**src/rtl/display_pkg.sv**
```systemverilog
// Shared seven-segment display definitions: active-low segment patterns,
// the blank code and the scan-monitor state encoding.
package display_pkg;

    localparam logic [6:0] SEG_DIGIT [0:9] = '{
        7'b1000000, 7'b1111001, 7'b0100100, 7'b0110000, 7'b0011001,
        7'b0010010, 7'b0000010, 7'b1011000, 7'b0000000, 7'b0010000
    };
    localparam logic [6:0] SEG_BLANK = 7'b1111111;
    localparam logic [3:0] BCD_BLANK = 4'hF;

    typedef enum logic [1:0] {
        IDLE,
        SETTLE,
        HELD
    } scan_state_t;

endpackage

```
**src/rtl/seven_segment_to_bcd.sv**
```systemverilog
// Combinational inverse of the BCD-to-seven-segment encoder; blank decodes
// to BCD_BLANK and is legal, every unlisted pattern is illegal.
module seven_segment_to_bcd
    import display_pkg::*;
(
    input  logic [6:0] segment,
    output logic [3:0] bcd,
    output logic       legal
);

    always_comb begin
        bcd   = BCD_BLANK;
        legal = (segment == SEG_BLANK);
        for (int d = 0; d < 10; d++) begin
            if (segment == SEG_DIGIT[d]) begin
                bcd   = 4'(d);
                legal = 1'b1;
            end
        end
    end

endmodule

```
**src/rtl/seven_segment_scan_decoder.sv**
```systemverilog
// Monitors a multiplexed active-low seven-segment bus, captures each digit once
// per stable dwell, decodes it back to BCD and reports errors and frame completion.
module seven_segment_scan_decoder
    import display_pkg::*;
#(
    parameter int NUM_DIGITS    = 4,
    parameter int STABLE_CYCLES = 3
) (
    input  logic                          clock,
    input  logic                          reset,
    input  logic [6:0]                    segment,
    input  logic [NUM_DIGITS-1:0]         digit_en_n,
    output logic [4*NUM_DIGITS-1:0]       bcd_out,
    output logic [NUM_DIGITS-1:0]         digit_valid,
    output logic                          frame_valid,
    output logic                          error,
    output logic [$clog2(NUM_DIGITS)-1:0] error_digit
);

    localparam int IDX_W  = $clog2(NUM_DIGITS);
    localparam int CNT_W  = $clog2(STABLE_CYCLES + 1);
    localparam int SMP_W  = NUM_DIGITS + 7;
    localparam logic [CNT_W-1:0] CNT_MAX = CNT_W'(STABLE_CYCLES);

    scan_state_t           state, state_next;
    logic [CNT_W-1:0]      count, count_next;
    logic [SMP_W-1:0]      sample_in, sample_q;
    logic                  slot_onehot, capture;
    logic [IDX_W-1:0]      slot_idx;
    logic [NUM_DIGITS-1:0] seen, seen_next;
    logic [3:0]            dec_bcd;
    logic                  dec_legal;

    assign sample_in   = {digit_en_n, segment};
    assign slot_onehot = $onehot(~digit_en_n);
    assign seen_next   = seen | (NUM_DIGITS'(1) << slot_idx);

    // The decoder sees the sample being registered, so a one-cycle dwell can
    // capture on the edge that ends its first cycle.
    seven_segment_to_bcd u_decode (
        .segment (segment),
        .bcd     (dec_bcd),
        .legal   (dec_legal)
    );

    always_comb begin
        slot_idx = '0;
        for (int i = 0; i < NUM_DIGITS; i++) begin
            if (!digit_en_n[i]) slot_idx = IDX_W'(i);
        end
    end

    always_comb begin
        state_next = state;
        count_next = count;
        capture    = 1'b0;
        if (!slot_onehot) begin
            state_next = IDLE;
            count_next = '0;
        end else if (sample_in != sample_q) begin
            count_next = CNT_W'(1);
            if (CNT_MAX == CNT_W'(1)) begin
                state_next = HELD;
                capture    = 1'b1;
            end else begin
                state_next = SETTLE;
            end
        end else if (state == SETTLE) begin
            count_next = count + 1'b1;
            if (count_next == CNT_MAX) begin
                state_next = HELD;
                capture    = 1'b1;
            end
        end
    end

    always_ff @(posedge clock or posedge reset) begin
        if (reset) begin
            state    <= IDLE;
            count    <= '0;
            sample_q <= '1;
        end else begin
            state    <= state_next;
            count    <= count_next;
            sample_q <= sample_in;
        end
    end

    // An illegal capture still marks the slot as seen, so a frame can complete on it.
    always_ff @(posedge clock or posedge reset) begin
        if (reset) begin
            bcd_out     <= {NUM_DIGITS{BCD_BLANK}};
            digit_valid <= '0;
            frame_valid <= 1'b0;
            error       <= 1'b0;
            error_digit <= '0;
            seen        <= '0;
        end else begin
            frame_valid <= 1'b0;
            error       <= 1'b0;
            if (capture) begin
                if (dec_legal) begin
                    bcd_out[4*slot_idx +: 4] <= dec_bcd;
                    digit_valid[slot_idx]    <= 1'b1;
                end else begin
                    error                 <= 1'b1;
                    error_digit           <= slot_idx;
                    digit_valid[slot_idx] <= 1'b0;
                end
                if (&seen_next) begin
                    frame_valid <= 1'b1;
                    seen        <= '0;
                end else begin
                    seen <= seen_next;
                end
            end
        end
    end

endmodule

```
**config.mk**
```make
export PLATFORM = sky130hd
export DESIGN_NAME = seven_segment_scan_decoder
export DESIGN_NICKNAME = d
export VERILOG_FILES = /design/src/rtl/display_pkg.sv /design/src/rtl/seven_segment_to_bcd.sv /design/src/rtl/seven_segment_scan_decoder.sv
export SDC_FILE = /design/constraint.sdc
export NUM_CORES = 1
export LEC_CHECK = 0
export CORE_ASPECT_RATIO = 0.8
export CORE_MARGIN = 5
export CORE_UTILIZATION = 58
export CTS_CLUSTER_DIAMETER = 60
export DETAILED_ROUTE_END_ITERATION = 10
export GPL_TIMING_DRIVEN = 1
export HOLD_SLACK_MARGIN = 0.1
export PLACE_DENSITY = 0.85
export SLEW_MARGIN = 20
export SYNTH_ARGS = -nofsm -noshare
export SYNTH_HDL_FRONTEND = slang
export SYNTH_SLANG_ARGS = --single-unit
```
**constraint.sdc**
```tcl
create_clock -name clock -period 3.55 [get_ports clock]
set_input_delay 1.065 -clock clock [delete_from_list [all_inputs] [get_ports clock]]
set_output_delay 1.065 -clock clock [all_outputs]
set_load 0.02 [all_outputs]
```
==> results of run 1 <==
-- final cells by class --
class,instances,share of cell area [%]
repair buffers,59,18.0
flip-flops and latches,43,35.9
well taps,57,2.31
inverters,26,3.16
multi-input cells,142,37.7
clock buffers,7,2.79
clock inverters,1,0.162
-- metal layers --
layer | up-vias | GRT usage, % | part of all wire [%] | wire (um)
li1 | 858 | - | - | -
met1 | 874 | 26.7 | 46 | 2300
met2 | 42 | 31.6 | 48 | 2430
met3 | 13 | 4.13 | 4.8 | 242
met4 | 0 | 6.85 | 1.4 | 69
met5 | - | 0 | 0 | 0
-- worst max-delay path, cell delays in order --
cell,delay (ns)
dlygate4sd2_1,0.26
fa_1,0.54
inv_1,0.04
ha_1,0.17
ha_1,0.28
nor2_2,0.10
and4_1,0.23
nand4_2,0.12
buf_12,0.19
a211oi_4,0.22
buf_6,0.16
mux2i_2,0.21
-- Yosys cell counts (3+ instances only) --
master	number
a211oi_4	4
a21oi_1	12
and3_1	5
buf_2	4
dfrtp_1	16
dfstp_2	27
ha_1	11
inv_1	26
mux2_2	6
mux2_4	4
mux2i_1	13
nand2_1	19
nand3_1	5
nor2_1	9
nor3_1	5
nor3_2	3
o22ai_1	5
xor2_1	12
-- power by group through the flow --
stage / Combinational (uW) / Sequential [uW] / Clock, uW
finish: 140 / 511 / 319
global route: 155 / 512 / 347
CTS: 139 / 511 / 325
detailed placement: 139 / 520 / 0
global placement: 135 / 519 / 0
floorplan: 90.4 / 519 / 0
-- cell families after synthesis --
kind of cell / count (synthesis) / share of synthesized area, %
AND/OR/NAND/NOR: 67 / 16.4
flip-flops: 43 / 46.1
buffers and inverters: 33 / 5.82
AO/OA/AOI/OAI: 27 / 9.67
multiplexers: 23 / 10.7
XOR/XNOR: 13 / 4.73
adder cells (fa/ha/maj): 12 / 6.55
-- flip-flops by register name, summed over array words and instances, names as in the netlist, named ones only --
register,flops
bcd_out,16
count,2
sample_q,11
frame_valid,1
error_digit,2
state,2
seen,4
error,1
-- repair_timing --
item / in CTS / in global routing
pin swaps: 3 / 2
gates resized for setup: 5 / 3
hold buffers: 0 / 0
setup endpoints to repair: 12 / 19
-- worst min-delay path by stage --
stage / depth (start not counted) / slack (ns) / endpoint
after floorplan: 2 / 0.46 / seen[0]
after detailed placement: 2 / 0.46 / bcd_out[12]
after global placement: 2 / 0.45 / bcd_out[6]
after global routing: 2 / 0.49 / bcd_out[4]
after CTS: 2 / 0.48 / bcd_out[12]
final: 2 / 0.47 / bcd_out[5]
-- cells in the final DEF, fill, tap and decap left out, drive strengths merged, types with 7 or more instances in the layout --
cell type,instances
a21oi,12
buf,23
clkbuf,7
clkdlybuf4s50,33
dfrtp,16
dfstp,27
ha,11
inv,26
mux2,10
mux2i,13
nand2,19
nor2,9
nor3,8
xor2,12
-- per-stage QoR --
stage          utilization [%]  setup WS [ns]  instance area [um2]  hold WS (ns)  cells
6_report                  75.4          0.186                 3090         0.469    335
5_1_grt                   75.4         0.0588                 3090         0.494    335
4_1_cts                   75.2         0.0114                 3080         0.476    335
3_5_place_dp              72.7         -0.323                 2980         0.457    327
3_3_place_gp              72.7         -0.270                 2980         0.453    327
2_1_floorplan                -          0.176                 2410         0.463    218
==> impl_metrics.py, run 1 <==
metrics = {
    "power": {
        "pwr-share-comb_pct": 14.5,
        "power.density_nw_per_um2": 314,
        "p_switching_uw": 250,
        "p_sw_share_pct": 25.8,
        "p_int_uw": 721,
        "finalPower_uw": 971,
        "p_clk_share_pct": 32.9,
        "p_leak_uw": 0.00140,
        "ir_worst_vdd_mv": 0.158,
        "seq_power_share_pct": 52.7,
    },
    "setup_path": {
        "timing.rr.start": "sample_q[2]",
        "path_class": "input pin to flop",
        "reg2reg_to": "bcd_out[2]",
        "r2r_cells": 7,
        "start_kind": "input pin",
        "required_ns": 3.78,
        "worstSetupEndpoint": "bcd_out[2]",
        "crit_arrival_ns": 3.59,
        "critPathMaxFanout": 5,
        "crit_path_start": "digit_en_n[0]",
        "end_kind": "flop",
        "r2r_slack_ns": 1.45,
    },
    "floorplan": {
        "boundaryPins": 37,
        "start_util_pct": 58.7,
        "die_h_um": 67.6,
        "core_area_um2": 4100,
        "dieArea_um2": 5550,
        "core.rowCount": 21,
        "die_w_um": 82.0,
    },
    "synth": {
        "synth_top_area_cell": "dfstp_2",
        "yosysSeqAreaShare_pct": 46.1,
        "yosys_warnings": 0,
        "syn_area_um2": 2410,
        "synth-async-reset-ratio_pct": 100,
        "syn_area_per_cell_um2": 11.0,
        "syn_inst": 218,
        "ys_seq_elements": 43,
        "synth_edf_count": 0,
        "synthesis.nets": 243,
        "ys_types": 43,
        "synth_ff_type": "dfstp_2",
        "yosys.area.top_type_share_pct": 29.5,
        "synth_area_leaders": "dfstp_2, dfrtp_1, ha_1",
    },
    "timing": {
        "worst_slew_pin_slew_ns": 1.04,
        "maxSlewViolCount": 0,
        "finalHoldViolCount": 0,
        "rsz0062_at_grt": "no",
        "fin_worst_skew_ns": 0.0118,
        "fin_crit_sh_pct": 94.7,
        "period_needed_ns": 3.36,
        "slew_headroom_pct": 30.5,
        "fin_setup_tns_ns": 0,
        "setup_viol": 0,
        "max_freq_mhz": 297,
    },
    "placed_design": {
        "gp_congestion": 0.906,
        "dp_hpwl_um": 3530,
        "io_buffers": 36,
    },
    "clock_tree": {
        "cts.htree.levels": 2,
        "cts_setup_buffers": 0,
        "numCtsBuffers": 5,
        "cts.sinks": 43,
        "clock_latency_ns": 0.30,
        "clockBufferDepth": 2,
        "path_clk_slew_ns": 0.08,
        "cts-root-buf": "clkbuf_8",
        "cts_tree": "yes",
    },
    "finish": {
        "area_growth_pct": 28.4,
        "regArea_um2": 1110,
        "n_antenna_cell": 0,
        "multi_input_area_um2": 1160,
        "nNetsFinal": 302,
        "n_fill_cell": 290,
        "drive_above_1_share_pct": 30.2,
    },
    "drt": {
        "viasPerCell": 5.33,
        "antenna_left": 0,
        "drcViolationCount": 0,
        "vias": 1787,
        "dr.pass1.iters": 6,
        "wl_per_cell_um": 15.0,
        "drt-initial-drc-count": 59,
        "drt_wl_total_um": 5040,
    },
    "global_route": {
        "grt-ovfl-total": 0,
        "grt_pass1_wl_um": 8270,
        "grt_pass1_vias": 1741,
        "grtUsageTotal_pct": 19.7,
        "antenna_found_initial": 0,
        "grt_max_degree": 44,
    },
    "run": {
        "maxCapViolCount": 0,
    },
    "worst_hold_path": {
        "hold_start": "bcd_out[5]",
        "hp-class": "flop to flop",
    },
    "status": {
        "status": "complete, no violations",
    },
}
Note: power is estimated with default switching activity, not from simulation.
==> run 2: changes to the inputs <==
--- a/config.mk
+++ b/config.mk
@@ -13,7 +13,7 @@
 export GPL_TIMING_DRIVEN = 1
 export HOLD_SLACK_MARGIN = 0.1
 export PLACE_DENSITY = 0.85
-export SLEW_MARGIN = 20
 export SYNTH_ARGS = -nofsm -noshare
 export SYNTH_HDL_FRONTEND = slang
+export SYNTH_HIERARCHICAL = 1
 export SYNTH_SLANG_ARGS = --single-unit
==> impl_metrics.py, run 2 <==
metrics = {
    "clock_tree": {
        "cts_setup_buffers": 0,
        "cts-root-buf": "clkbuf_8",
        "path_clk_slew_ns": 0.08,
        "clockBufferDepth": 2,
        "cts_tree": "yes",
        "cts.htree.levels": 2,
        "cts.sinks": 43,
        "numCtsBuffers": 5,
        "clock_latency_ns": 0.29,
        "hold_buffers": 0,
    },
    "placed_design": {
        "gp_congestion": 0.848,
        "dp_hpwl_um": 3960,
        "postPlaceCellArea_um2": 3080,
        "io_buffers": 36,
        "place_inst": 349,
    },
    "drt": {
        "drcViolationCount": 0,
        "antenna_left": 0,
        "vias": 1966,
        "wl_per_cell_um": 14.9,
        "drt_wl_total_um": 5310,
        "viasPerCell": 5.51,
        "drt-initial-drc-count": 86,
        "dr.pass1.iters": 4,
    },
    "floorplan": {
        "start_util_pct": 59.4,
        "core.rowCount": 21,
        "die_w_um": 82.9,
        "boundaryPins": 37,
        "die_h_um": 68.3,
        "dieArea_um2": 5660,
        "core_area_um2": 4150,
    },
    "synth": {
        "synth_commonest_cells": "inv_1, dfstp_2, dfrtp_1, mux2i_1, xnor2_1",
        "ys_types": 46,
        "yosysSeqAreaShare_pct": 45.0,
        "syn_area_um2": 2460,
        "syn_area_per_cell_um2": 10.6,
        "ys_seq_elements": 43,
        "syn_inst": 233,
        "synth_top_area_cell": "dfstp_2",
        "yosys_warnings": 6,
        "synth_edf_count": 0,
        "synth-async-reset-ratio_pct": 100,
        "yosysMostFrequentCell": "inv_1",
        "yosys.area.top_type_share_pct": 28.8,
        "synth_area_leaders": "dfstp_2, dfrtp_1, mux2i_1",
        "synth_ff_type": "dfstp_2",
        "synthesis.nets": 258,
    },
    "global_route": {
        "antenna_found_initial": 0,
        "grtUsageTotal_pct": 20.5,
        "grt-ovfl-total": 0,
        "grt_max_degree": 44,
        "grt_pass1_vias": 2035,
        "grt_pass1_wl_um": 9210,
    },
    "timing": {
        "period_needed_ns": 3.43,
        "rsz0062_at_grt": "no",
        "max_freq_mhz": 291,
        "worst_slew_pin_slew_ns": 0.513,
        "finalHoldViolCount": 0,
        "fin_worst_skew_ns": 0.00431,
        "slew_headroom_pct": 65.8,
        "maxSlewViolCount": 0,
        "fin_crit_sh_pct": 96.7,
        "setup_viol": 0,
    },
    "finish": {
        "n_antenna_cell": 0,
        "final_cells": 357,
        "reg_top3": "bcd_out: 16 flops, sample_q: 11 flops, seen: 4 flops",
        "n_fill_cell": 298,
        "area_growth_pct": 29.8,
        "largest-register": "bcd_out",
        "nNetsFinal": 324,
        "final_area_um2": 3200,
        "drive_above_1_share_pct": 29.7,
        "largest_reg_flops": 16,
        "final_common_cell": "buf_4",
        "mostFrequentLayoutCells": "buf_4, clkdlybuf4s50_1, inv_1",
    },
    "worst_hold_path": {
        "hp-class": "flop to flop",
    },
    "setup_path": {
        "end_kind": "flop",
        "required_ns": 3.74,
        "crit_arrival_ns": 3.62,
        "critPathMaxFanout": 4,
        "start_kind": "input pin",
        "path_class": "input pin to flop",
    },
    "run": {
        "maxCapViolCount": 0,
    },
    "power": {
        "ir_worst_vdd_mv": 0.246,
        "finalPower_uw": 1030,
        "p_leak_uw": 0.00143,
        "power.density_nw_per_um2": 322,
    },
    "status": {
        "status": "complete, no violations",
    },
}
[run 2: cell count changes after synthesis, sizes merged, moves of 6 or more]
cell	change
nand3	+6
nand4	+9
nand2	-8
xor2	-12
xnor2	+14
[run 2: critical path, cell delays in order]
cell and delay (ns):
dlygate4sd2_1 0.26, fa_1 0.53, inv_1 0.04, ha_2 0.18, ha_4 0.22, or3b_4 0.39, or4_4 0.44, nor4_4 0.29
buf_4 0.17, a21oi_1 0.04
[run 2: through the flow]
stage                     hold slack (ns)  setup TNS (ns)  setup slack [ns]  utilization (%)
after global placement              0.455           -9.61            -0.455             74.3
after detailed placement            0.457          -10.01            -0.491             74.3
after CTS                           0.471               0             0.113             76.9
after floorplan                     0.473               0           0.00504                -
final                               0.465               0             0.118             77.1
after global routing                0.488               0            0.0123             77.1
[run 2: path summary, 6_finish.rpt]
check	from	to	slack, ns	cells past startpoint
setup reg to reg	sample_q[9]	flop	1.46	4
hold reg to reg	bcd_out[2]	bcd_out[2]	0.47	2
hold / removal	bcd_out[2]	bcd_out[2]	0.47	2
max in group asynchronous	reset	sample_q[7]	1.98	3
setup / recovery	digit_en_n[0]	seen[0]	0.12	10
min in group asynchronous	reset	error_digit[1]	1.21	3
[run 2: timing repair]
action                     in CTS  in global routing
setup endpoints to repair      28                  2
pin swaps                       3                  0
resized for setup               5                  1
[run 2: cell families (layout without fill, tap and decap cells)]
group / Yosys count / count (layout) / share of synthesized area, %
multiplexers: 22 / 22 / 9.24
AO/OA/AOI/OAI: 28 / 28 / 7.11
flip-flops: 43 / 43 / 45.0
AND/OR/NAND/NOR: 72 / 72 / 19.2
XOR/XNOR: 15 / 15 / 5.33
adder cells (fa/ha/maj): 12 / 12 / 6.40
buffers and inverters: 41 / 108 / 7.66
[run 2: final cells by class]
| class | instances | area (um2) | share of cell area [%] |
|---|---|---|---|
| Multi-Input combinational cell | 149 | 1190 | 37.1 |
| Sequential cell | 43 | 1110 | 34.7 |
| Timing Repair Buffer | 72 | 627 | 19.6 |
| Inverter | 28 | 105 | 3.28 |
| Clock buffer | 8 | 100 | 3.13 |
| Tap cell | 57 | 71.3 | 2.23 |
[run 2: where the power goes]
part | switching (uW) | internal [uW] | total, uW
Sequential | 6.65 | 506 | 513
Combinational | 99.4 | 82.1 | 182
Clock | 158 | 177 | 336
Total | 264 | 766 | 1030
[run 2: layer usage]
metal	up-vias	routed length [um]	share of wire [%]	track usage, %
met5	-	0	0	0
met4	0	96	1.8	8.37
met3	11	254	4.8	3.85
met2	61	2550	48	34.9
met1	960	2410	45	26.3
li1	934	-	-	-
==> run 3: changes to the inputs <==
--- a/config.mk
+++ b/config.mk
@@ -9,10 +9,12 @@
 export CORE_MARGIN = 5
 export CORE_UTILIZATION = 58
 export CTS_CLUSTER_DIAMETER = 60
+export CTS_CLUSTER_SIZE = 20
 export DETAILED_ROUTE_END_ITERATION = 10
 export GPL_TIMING_DRIVEN = 1
 export HOLD_SLACK_MARGIN = 0.1
 export PLACE_DENSITY = 0.85
+export REMOVE_ABC_BUFFERS = 1
 export SYNTH_ARGS = -nofsm -noshare
 export SYNTH_HDL_FRONTEND = slang
 export SYNTH_HIERARCHICAL = 1
==> impl_metrics.py, run 3 (synthesis gave the netlist of run 2 again) <==
metrics = {
    "status": {
        "status": "complete, no violations",
    },
    "timing": {
        "max_freq_mhz": 288,
        "period_needed_ns": 3.47,
        "fin_setup_tns_ns": 0,
        "maxSlewViolCount": 0,
        "finalHoldViolCount": 0,
        "fin_crit_sh_pct": 97.7,
        "setup_viol": 0,
        "worst_slew_pin_slew_ns": 0.520,
        "fin_worst_skew_ns": 0.00491,
        "slew_headroom_pct": 65.3,
        "rsz0062_at_grt": "no",
    },
    "global_route": {
        "grt_max_degree": 44,
        "grtUsageTotal_pct": 21.2,
        "grt-ovfl-total": 0,
        "antenna_found_initial": 0,
        "grt_pass1_wl_um": 9490,
        "grt_pass1_vias": 1996,
    },
    "floorplan": {
        "dieArea_um2": 5660,
        "die_w_um": 82.9,
        "boundaryPins": 37,
        "core_area_um2": 4150,
        "start_util_pct": 59.4,
        "core.rowCount": 21,
        "die_h_um": 68.3,
    },
    "worst_hold_path": {
        "min_to": "bcd_out[4]",
        "holdPathStages": 2,
        "hp-class": "flop to flop",
        "hold_start": "bcd_out[4]",
    },
    "finish": {
        "regArea_um2": 1110,
        "final_common_cell": "buf_4",
        "drive_above_1_share_pct": 31.9,
        "multi_input_area_um2": 1210,
        "nNetsFinal": 328,
        "n_fill_cell": 292,
        "mostFrequentLayoutCells": "buf_4, clkdlybuf4s50_1, inv_1, dfstp_2",
        "largest-register": "bcd_out",
        "reg_top3": "bcd_out: 16 flops, sample_q: 11 flops, seen: 4 flops",
        "area_growth_pct": 31.9,
        "largest_reg_flops": 16,
        "n_antenna_cell": 0,
    },
    "setup_path": {
        "end_kind": "flop",
        "start_kind": "input pin",
        "slowest_stage": "or4_4",
        "reg2reg_to": "error",
        "critPathMaxFanout": 3,
        "required_ns": 3.74,
        "r2r_slack_ns": 1.37,
        "path_common_cell": "ha_4",
        "path_class": "input pin to flop",
        "r2r_cells": 5,
        "critPathMaxStageDelay_ns": 0.54,
        "crit_arrival_ns": 3.66,
        "crit_chain": "clkdlybuf4s15_1 -> fa_1 -> inv_2 -> ha_4 -> ha_4 -> or3b_4 -> or4_4 -> nor4_4 -> buf_4 -> a21oi_1",
        "timing.rr.start": "sample_q[10]",
    },
    "drt": {
        "drcViolationCount": 0,
        "dr.pass1.iters": 4,
        "drt-initial-drc-count": 114,
        "antenna_left": 0,
        "drt_wl_total_um": 5710,
        "vias": 1963,
        "wl_per_cell_um": 15.8,
        "viasPerCell": 5.44,
    },
    "clock_tree": {
        "clockBufferDepth": 2,
        "path_clk_slew_ns": 0.08,
        "clock_latency_ns": 0.30,
        "hold_buffers": 0,
        "cts.sinks": 43,
        "cts_tree": "yes",
        "cts-root-buf": "clkbuf_8",
        "cts.htree.levels": 2,
        "numCtsBuffers": 5,
    },
    "power": {
        "p_clk_share_pct": 32.3,
        "ir_worst_vdd_mv": 0.217,
        "p_leak_uw": 0.00146,
        "p_sw_share_pct": 26.1,
        "seq_power_share_pct": 48.6,
        "p_int_uw": 779,
        "power.density_nw_per_um2": 324,
        "p_switching_uw": 275,
        "finalPower_uw": 1050,
        "pwr-share-comb_pct": 19.1,
    },
    "run": {
        "maxCapViolCount": 0,
    },
    "placed_design": {
        "gp_congestion": 0.904,
        "io_buffers": 36,
        "dp_hpwl_um": 4110,
    },
}
-- run 3: stage by stage --
stage	hold WS (ns)	std cells	util [%]	instance area, um2	setup slack (ns)
6_report	0.470	361	78.3	3250	0.0826
5_1_grt	0.494	361	78.3	3250	0.00288
4_1_cts	0.474	361	77.8	3230	0.0110
3_5_place_dp	0.454	351	74.6	3100	-0.562
3_3_place_gp	0.454	351	74.6	3100	-0.492
2_1_floorplan	0.473	220	-	2380	0.00232
-- run 3: worst max-delay path by stage --
| stage | slack [ns] | endpoint | from | cells past startpoint |
|---|---|---|---|---|
| floorplan | 0.002 | seen[3] | digit_en_n[0] | 8 |
| global placement | -0.49 | error_digit[1] | digit_en_n[0] | 10 |
| detailed placement | -0.56 | seen[2] | digit_en_n[0] | 10 |
| CTS | 0.01 | seen[2] | digit_en_n[3] | 10 |
| global route | 0.003 | bcd_out[11] | digit_en_n[0] | 14 |
| finish | 0.08 | seen[2] | digit_en_n[0] | 10 |
-- run 3: power by group through the flow --
stage / clock network, uW / logic (uW) / registers [uW]
floorplan: 0 / 95.5 / 520
CTS: 343 / 191 / 512
global placement: 0 / 176 / 520
global route: 367 / 221 / 514
finish: 340 / 202 / 513
detailed placement: 0 / 184 / 521
-- run 3: timing repair --
item	CTS	global route
pin swaps	5	4
endpoints found under the hold margin	0	0
buffers inserted	2	0
endpoints found under the setup margin	28	17
gates resized for setup	8	10
-- run 3: layout make-up --
cell class	count	area share (%)
repair buffers	76	20.2
flip-flops and latches	43	34.1
well taps	57	2.19
clock buffers	8	3.08
inverters	28	3.23
multi-input cells	149	37.1
-- run 3: per-layer routing --
| layer | up-vias | routed length [um] | track usage, % |
|---|---|---|---|
| met5 | - | 0 | 0 |
| met4 | 0 | 70 | 7.76 |
| met3 | 7 | 327 | 5.90 |
| met2 | 55 | 2820 | 35.5 |
| met1 | 958 | 2500 | 26.8 |
| li1 | 943 | - | - |
-- run 3: critical path, delay by kind of cell --
kind	cells	cell delay, ns
simple gates	3	1.24
compound gates	1	0.04
buf+inv	3	0.41
fa+ha+maj	3	0.90
